$ cat src/rtl/flow_distributor_n_if.sv
// flow_distributor_n_if: block-stream input and round-stream output bundle of the distributor
interface flow_distributor_n_if #(
    parameter int BITS_BLOCK = 257,
    parameter int NUM_FLOWS  = 2,
    parameter int CNT_W      = 12
);
    logic                            i_valid;
    logic                            i_sync;
    logic [BITS_BLOCK-1:0]           input_blocks;
    logic                            o_ready;
    logic [NUM_FLOWS*BITS_BLOCK-1:0] flows;
    logic                            valid;
    logic                            i_ready;
    logic                            o_am_round;
    logic [CNT_W-1:0]                o_round_cnt;
    logic                            o_partial_err;

    modport slave (
        input  i_valid, i_sync, input_blocks, i_ready,
        output o_ready, flows, valid, o_am_round, o_round_cnt, o_partial_err
    );

    modport master (
        output i_valid, i_sync, input_blocks, i_ready,
        input  o_ready, flows, valid, o_am_round, o_round_cnt, o_partial_err
    );
endinterface

$ cat src/rtl/flow_distributor_n.sv
// flow_distributor_n: round-robin dealer of blocks to NUM_FLOWS flows with AM round tracking
module flow_distributor_n #(
    parameter int BITS_BLOCK    = 257,
    parameter int NUM_FLOWS     = 2,
    parameter int ROUNDS_PER_AM = 4096,
    parameter int CNT_W         = (ROUNDS_PER_AM > 1) ? $clog2(ROUNDS_PER_AM) : 1
) (
    input logic                clk,
    input logic                rst,
    flow_distributor_n_if.slave bus
);
    localparam int PTR_W  = $clog2(NUM_FLOWS);
    localparam int BANK_W = (NUM_FLOWS - 1) * BITS_BLOCK;
    localparam logic [PTR_W-1:0] LAST = PTR_W'(NUM_FLOWS - 1);
    localparam logic [CNT_W-1:0] RMAX = CNT_W'(ROUNDS_PER_AM - 1);

    logic [PTR_W-1:0]                ptr_q, ptr_d;
    logic [BANK_W-1:0]               bank_q, bank_d;
    logic [NUM_FLOWS*BITS_BLOCK-1:0] flows_q, flows_d;
    logic                            valid_q, valid_d;
    logic [CNT_W-1:0]                rcnt_q, rcnt_d;
    logic [CNT_W-1:0]                cnt_q, cnt_d;
    logic                            am_q, am_d;
    logic                            perr_q, perr_d;
    logic                            ready, accept, complete, discard;

    // Handshake decode and next-state: a sync block always restarts at slot 0, the last slot bypasses the bank
    always_comb begin
        ready    = !(ptr_q == LAST && valid_q && !bus.i_ready && !(bus.i_valid && bus.i_sync));
        accept   = bus.i_valid && ready;
        complete = accept && !bus.i_sync && ptr_q == LAST;
        discard  = accept && bus.i_sync && ptr_q != '0;
        ptr_d    = ptr_q;
        bank_d   = bank_q;
        if (accept && bus.i_sync) begin
            bank_d[BITS_BLOCK-1:0] = bus.input_blocks;
            ptr_d = PTR_W'(1);
        end else if (complete) begin
            ptr_d = '0;
        end else if (accept) begin
            bank_d[ptr_q*BITS_BLOCK +: BITS_BLOCK] = bus.input_blocks;
            ptr_d = ptr_q + PTR_W'(1);
        end
        flows_d = complete ? {bus.input_blocks, bank_q} : flows_q;
        valid_d = complete || (valid_q && !bus.i_ready);
        rcnt_d  = discard ? '0 : complete ? ((rcnt_q == RMAX) ? '0 : rcnt_q + CNT_W'(1)) : rcnt_q;
        cnt_d   = complete ? rcnt_q : cnt_q;
        am_d    = complete ? (rcnt_q == '0) : am_q;
        perr_d  = discard;
    end

    // State registers, cleared asynchronously so a reset mid-round drops collected blocks
    always_ff @(posedge clk or negedge rst) begin
        if (!rst) begin
            ptr_q   <= '0;
            bank_q  <= '0;
            flows_q <= '0;
            valid_q <= 1'b0;
            rcnt_q  <= '0;
            cnt_q   <= '0;
            am_q    <= 1'b0;
            perr_q  <= 1'b0;
        end else begin
            ptr_q   <= ptr_d;
            bank_q  <= bank_d;
            flows_q <= flows_d;
            valid_q <= valid_d;
            rcnt_q  <= rcnt_d;
            cnt_q   <= cnt_d;
            am_q    <= am_d;
            perr_q  <= perr_d;
        end
    end

    assign bus.o_ready       = ready;
    assign bus.flows         = flows_q;
    assign bus.valid         = valid_q;
    assign bus.o_round_cnt   = cnt_q;
    assign bus.o_am_round    = am_q;
    assign bus.o_partial_err = perr_q;
endmodule

$ cat src/flat_wrapper.sv
// flat-port wrapper written by rule: the top's interface ports become plain ports
module flow_distributor_n_flat 
#(
    parameter int BITS_BLOCK    = 257,
    parameter int NUM_FLOWS     = 2,
    parameter int ROUNDS_PER_AM = 4096,
    parameter int CNT_W         = (ROUNDS_PER_AM > 1) ? $clog2(ROUNDS_PER_AM) : 1
)
  (clk, rst, bus_i_valid, bus_i_sync, bus_input_blocks, bus_i_ready, bus_o_ready, bus_flows, bus_valid, bus_o_am_round, bus_o_round_cnt, bus_o_partial_err);
  flow_distributor_n_if #(.BITS_BLOCK(BITS_BLOCK), .NUM_FLOWS(NUM_FLOWS), .CNT_W(CNT_W)) bus_i ();
  input logic clk;
  input logic rst;
  input wire logic [$bits(bus_i.i_valid)-1:0] bus_i_valid;
  input wire logic [$bits(bus_i.i_sync)-1:0] bus_i_sync;
  input wire logic [$bits(bus_i.input_blocks)-1:0] bus_input_blocks;
  input wire logic [$bits(bus_i.i_ready)-1:0] bus_i_ready;
  output wire logic [$bits(bus_i.o_ready)-1:0] bus_o_ready;
  output wire logic [$bits(bus_i.flows)-1:0] bus_flows;
  output wire logic [$bits(bus_i.valid)-1:0] bus_valid;
  output wire logic [$bits(bus_i.o_am_round)-1:0] bus_o_am_round;
  output wire logic [$bits(bus_i.o_round_cnt)-1:0] bus_o_round_cnt;
  output wire logic [$bits(bus_i.o_partial_err)-1:0] bus_o_partial_err;
  assign bus_i.i_valid = bus_i_valid;
  assign bus_i.i_sync = bus_i_sync;
  assign bus_i.input_blocks = bus_input_blocks;
  assign bus_i.i_ready = bus_i_ready;
  assign bus_o_ready = bus_i.o_ready;
  assign bus_flows = bus_i.flows;
  assign bus_valid = bus_i.valid;
  assign bus_o_am_round = bus_i.o_am_round;
  assign bus_o_round_cnt = bus_i.o_round_cnt;
  assign bus_o_partial_err = bus_i.o_partial_err;
  flow_distributor_n #(.BITS_BLOCK(BITS_BLOCK), .NUM_FLOWS(NUM_FLOWS), .ROUNDS_PER_AM(ROUNDS_PER_AM), .CNT_W(CNT_W)) u_core (.clk(clk), .rst(rst), .bus(bus_i));
endmodule
$ cat config.mk
export PLATFORM = sky130hd
export DESIGN_NAME = flow_distributor_n_flat
export DESIGN_NICKNAME = d
export VERILOG_FILES = /design/src/rtl/flow_distributor_n_if.sv /design/src/rtl/flow_distributor_n.sv /design/src/flat_wrapper.sv
export SDC_FILE = /design/constraint.sdc
export NUM_CORES = 1
export LEC_CHECK = 0
export CAP_MARGIN = 20
export CORE_AREA = 4 4 309 311
export DETAILED_ROUTE_END_ITERATION = 16
export DIE_AREA = 0 0 313 315
export SKIP_CTS_REPAIR_TIMING = 1
export SLEW_MARGIN = 20
export SYNTH_ARGS = -nofsm -noshare
export SYNTH_HDL_FRONTEND = slang
export SYNTH_SLANG_ARGS = --single-unit
export TNS_END_PERCENT = 5
$ cat constraint.sdc
create_clock -name clk -period 3.6 [get_ports clk]
set_input_delay 0.36 -clock clk [delete_from_list [all_inputs] [get_ports clk]]
set_output_delay 0.36 -clock clk [all_outputs]
set_load 0.005 [all_outputs]
# Word-level counts from Yosys, hierarchy flattened
# Index checks and enable logic that the tools add are counted.
totals:
  ff_bits: 799
  input_bits: 262
  elab_cells: 46
classes:
  addsub: 3
  multipliers: 1
  n_eq_ne: 2
  n_shift: 2
  mux: 10
  reduce_logical: 20
op_table:
  columns: ["op", "n"]
  rows:
  - ["$mux W257", 3]
  - ["$bwmux W257", 1]
  - ["$shift A257 B34 Y257 const A", 1]
  - ["$shiftx A257 B34 Y257", 1]
  - ["$mux W12", 3]
  - ["$neg A10 Y34", 1]
  - ["$add A12 B1 Y12 const B", 1]
  - ["$eq A12 B12 Y1 const B", 1]
  - ["$logic_not A12 Y1", 1]
  - ["$logic_and A1 B1 Y1", 10]
  - ["$mul A1 B9 Y10 const B", 1]
  - ["$logic_not A1 Y1", 4]
  - ["$reduce_bool A2 Y1", 2]
  - ["$mux W1", 3]
  - ["$reduce_bool A3 Y1", 1]
  - ["$ne A2 B2 Y1 const B", 1]
  - ["$reduce_and A2 Y1", 1]
  - ["$add A1 B1 Y1 const B", 1]
  - ["$logic_or A1 B1 Y1", 1]

# Longest topological paths before layout
logic_depth:
  ltp_word: 9
  ltp_mapped: 8
  ltp_nobuf: 5

# Least setup slack after synthesis
# OpenSTA, ideal clock, no wires.
synth_timing:
  path_kind: "input port to flip-flop"
  startpoint: "input port bus_i_valid"
  endpoint: "register u_core.rcnt_q[8]"
  setup_time_ns: 0.077
  t_arrival_ns: 1.695
  t_required_ns: 3.523
  setup_slack_ns: 1.827
  stages: 6
  path_buffers: 2
  path_cell_list: "buf_2 nand2_2 or3_1 buf_2 or4_1 a21oi_1"
synth_between:
  elab_chain_cells: 8
  word_cells_on_any_way: 11
  classes_between: "1 x mux; 10 x reduce/logical"
synth_lines:
  columns: ["item", "line_no", "rtl"]
  rows:
  - ["start, declared", "flat_wrapper.sv:13", "input wire logic [$bits(bus_i.i_valid)-1:0] bus_i_valid;"]
  - ["$logic_and A1 B1 Y1", "flow_distributor_n.sv:29", "ready = !(ptr_q == LAST && valid_q && !bus.i_ready && !(bus.i_valid && bus.i_sync));"]
  - ["$logic_not A1 Y1", "flow_distributor_n.sv:29", null]
  - ["$logic_and A1 B1 Y1", "flow_distributor_n.sv:29", null]
  - ["$logic_not A1 Y1", "flow_distributor_n.sv:29", null]
  - ["$logic_and A1 B1 Y1 *", "flow_distributor_n.sv:30", "accept = bus.i_valid && ready;"]
  - ["$logic_and A1 B1 Y1, on equally long branches (2 in series)", "flow_distributor_n.sv:32, flow_distributor_n.sv:31", null]
  - ["$mux W12 / $reduce_bool A2 Y1 (equally long branches)", null, null]
  - ["end signal, assigned", "flow_distributor_n.sv:68", "rcnt_q <= rcnt_d;"]
  - ["end, declared", "flow_distributor_n.sv:21", "logic [CNT_W-1:0] rcnt_q, rcnt_d;"]
# Every way passes the cells marked *; elsewhere a longest branch is shown, timed or not.
# A chain may end at the register's enable or synchronous reset.

# Worst setup path in the final report
layout_timing:
  startpoint: "register u_core.valid_q, in the netlist u_core.bus.valid"
  endpoint: "output port bus_o_ready"
layout_between:
  elab_chain_cells: 4
layout_lines:
  columns: ["item", "line_no", "rtl"]
  rows:
  - ["start, declared", "flow_distributor_n.sv:20", "logic valid_q, valid_d;"]
  - ["start signal, assigned", "flow_distributor_n.sv:67", "valid_q <= valid_d;"]
  - ["$logic_and A1 B1 Y1 (3 in series)", "flow_distributor_n.sv:29", null]
  - ["$logic_not A1 Y1", "flow_distributor_n.sv:29", null]
  - ["end, declared", "flat_wrapper.sv:17", "output wire logic [$bits(bus_i.o_ready)-1:0] bus_o_ready;"]
# No other way between the ends.

==> flow_summary.yaml <==
worst_hold_path:
  worstHoldEndpoint: "u_core.bus.flows[391]$_DFFE_PN0P_"
  min_path_cells: 3
  hold_class: "in -> reg"
  hp-start: "bus_input_blocks[134]"
global_routing:
  grt-ovfl-total: 0
  grt_pass1_vias: 22434
  grt_pass1_wl_mm: 137
  grt.total_usage: 0.179
  antenna_found_initial: 10
  grt_max_degree: 111
layout:
  syn_to_final_growth_pct: 42.2
  final_cells: 4973
  drive_gt1_frac: 0.123
  design_area_mm2: 0.0425
  nets: 3908
  nFillCells: 8756
routing:
  wl_met2_mm: 43.9
  drc: 0
  drt-initial-drc-count: 1627
  drt-total-wl_mm: 90.1
  dr.max_layer_used: "met5"
  avgRoutedWirePerCell_um: 18.1
  drt-met1-wl_mm: 36.4
  ant_nets: 0
  via_per_inst: 4.44
  dr_wl_met3_mm: 6.51
  vias: 22082
  dr.pass1.iters: 6
synth:
  ys_types: 32
  synth_area_mm2: 0.0299
  async_flop_share: 1.00
  synth-edff-count: 0
  yosys_warnings: 0
  synth_largest_type_area_fraction: 0.669
  ys_ff_latch: 799
  ys_seq_area_frac: 0.669
  synth-main-ff-cell: "dfrtp_1"
  synth_common_cells: "nand2_1, dfrtp_1, mux2_2, clkbuf_1, buf_2"
  synth_most_common_cell: "nand2_1"
  yosysTopAreaCell: "dfrtp_1"
  syn_avg_cell_area_um2: 10.5
  synth_area_leaders: "dfrtp_1, nand2_1, mux2_2"
  synthesis.nets: 3118
  syn_inst: 2854
place:
  port_buffers: 791
  hpwl_mm: 63.8
  routabilityCongestion: 0.811
  dpl-instance-area_mm2: 0.0395
  place_inst: 4807
power:
  power.density_mw_per_mm2: 661
  p_int_mw: 20.4
  power_mw: 28.1
  combinationalPowerShare: 0.242
  pwr-share-seq: 0.432
  p_sw_mw: 7.69
  clkPwrFrac: 0.326
  switching_share: 0.274
  p_leak_nw: 20.3
  ir_drop_v: 0.000330
sta:
  clock_skew_ns: 0.0297
  tns_ns: 0
  worst_pin_slew_ns: 0.890
  final-hold-violation-count: 0
  final.min_clock_period_ns: 2.40
  rsz0062_at_grt: "false"
  min_period_over_period: 0.666
  slew_violations: 0
  setup_violations: 0
  hold_ws_ns: 0.262
  slew_headroom: 0.406
  max_clock_freq_ghz: 0.417
critical_path:
  r2r_setup_slack_ns: 1.26
  r2r_cells: 6
  path_class: "reg -> out"
  end_kind: "output port"
  arrival_ns: 2.04
  cp.required_ns: 3.24
  startpoint: "u_core.bus.valid$_DFF_PN0_"
  critical_path.max_fanout: 6
  r2r_start: "u_core.bus.valid$_DFF_PN0_"
  reg2reg_to: "u_core.bus.flows[104]$_DFFE_PN0P_"
  start_kind: "register"
floorplan:
  core.rowCount: 112
  core_area_mm2: 0.0928
  die_h_um: 315
  initial_utilization: 0.322
  die_w_um: 313
  pin_count: 792
  dieArea_mm2: 0.0986
job:
  cap_violations: 0
clocking:
  path_clk_slew_ns: 0.06
  cts_sinks: 799
  cts.path.max_buffers: 3
  cts_tree: "done"
  cts-root-buf: "clkbuf_16"
  cts_buffers: 88
  htreeDepth: 3
  clk_latency_ns: 0.66
status:
  outcome: "completed"
==> power by group through the flow <==
stage                     Clock [mW]  Combinational, mW  Sequential [mW]
after floorplan                    0               2.03             12.3
after global placement             0               6.84             12.2
after global routing            9.81               7.41             12.4
after detailed placement           0               6.93             12.3
final                           9.18               6.80             12.1
after CTS                       9.46               6.95             12.1
==> cells in the final DEF, fill, tap and decap left out, drive strengths merged <==
cell and instances:
a21oi 4, a221o 1, a31oi 1, buf 58
bufinv 8, clkbuf 124, clkdlybuf4s50 790, clkinv 17
clkinvlp 2, dfrtp 799, diode 9, dlygate4sd3 1
ha 2, inv 13, mux2 257, nand2 1576
nand3 7, nand4 3, nor2 8, nor2b 1
nor3 3, nor3b 2, nor4 4, nor4b 2
o211ai 1, o21ai 7, o21bai 1, o311a 1
o31ai 1, o41ai 2, or2 1, or3 4
or4 3, xnor2 6
==> metrics by stage <==
stage                     setup slack [ns]  utilization
after floorplan                       1.83            -
after global placement               0.929        0.426
after detailed placement             0.872        0.426
after CTS                             1.12        0.458
after global routing                  1.06        0.458
final                                 1.20        0.458
==> layout make-up <==
cell class | instances | area (um2) | area share
inverter | 8 | 30.0 | 0.000706
timing repair buffer | 849 | 8690 | 0.204
antenna | 9 | 22.5 | 0.000530
clock inverter | 32 | 422 | 0.00992
sequential | 799 | 20000 | 0.470
multi-input combinational | 1898 | 9270 | 0.218
tap | 1254 | 1570 | 0.0369
clock buffer | 124 | 2520 | 0.0592
==> worst max-delay path by stage <==
stage	endpoint	slack (ns)	cells past startpoint
6_report	bus_o_ready	1.20	3
4_1_cts	bus_o_ready	1.12	3
3_3_place_gp	u_core.bus.flows[111]$_DFFE_PN0P_	0.93	7
2_1_floorplan	u_core.rcnt_q[8]$_DFFE_PN0P_	1.83	6
5_1_grt	bus_o_ready	1.06	3
3_5_place_dp	u_core.bus.flows[104]$_DFFE_PN0P_	0.87	7
==> critical path, cell delays in order (launching register included) <==
cell	delay (ns)
dfrtp_1	0.34
nor2b_1	0.40
nand3_1	0.13
clkdlybuf4s50_1	0.52
==> sequential cells by signal (all words and copies together) (netlist names) <==
name                      count
u_core.bus.flows            514
u_core.bus.o_partial_err      1
u_core.ptr_q                  1
u_core.bank_q               257
u_core.rcnt_q                12
u_core.bus.o_am_round         1
u_core.bus.valid              1
u_core.bus.o_round_cnt       12
==> routing by layer <==
metal  GRT usage  vias to the layer above
li1            -                    10510
met1       0.216                    10763
met2       0.297                      641
met3      0.0553                      164
met4      0.0737                        4
met5           0                        -
==> logic make-up after synthesis <==
family                     Yosys count  share of synthesized area
and+or+nand+nor                   1614                      0.205
DFF                                799                      0.669
buffers and inverters              157                     0.0219
muxes                              257                     0.0968
AOI/OAI and AO/OA                   19                    0.00469
xor gates and xnor gates             6                    0.00176
adders and majority gates            2                   0.000837
Note: power is estimated with default switching activity, not from simulation.
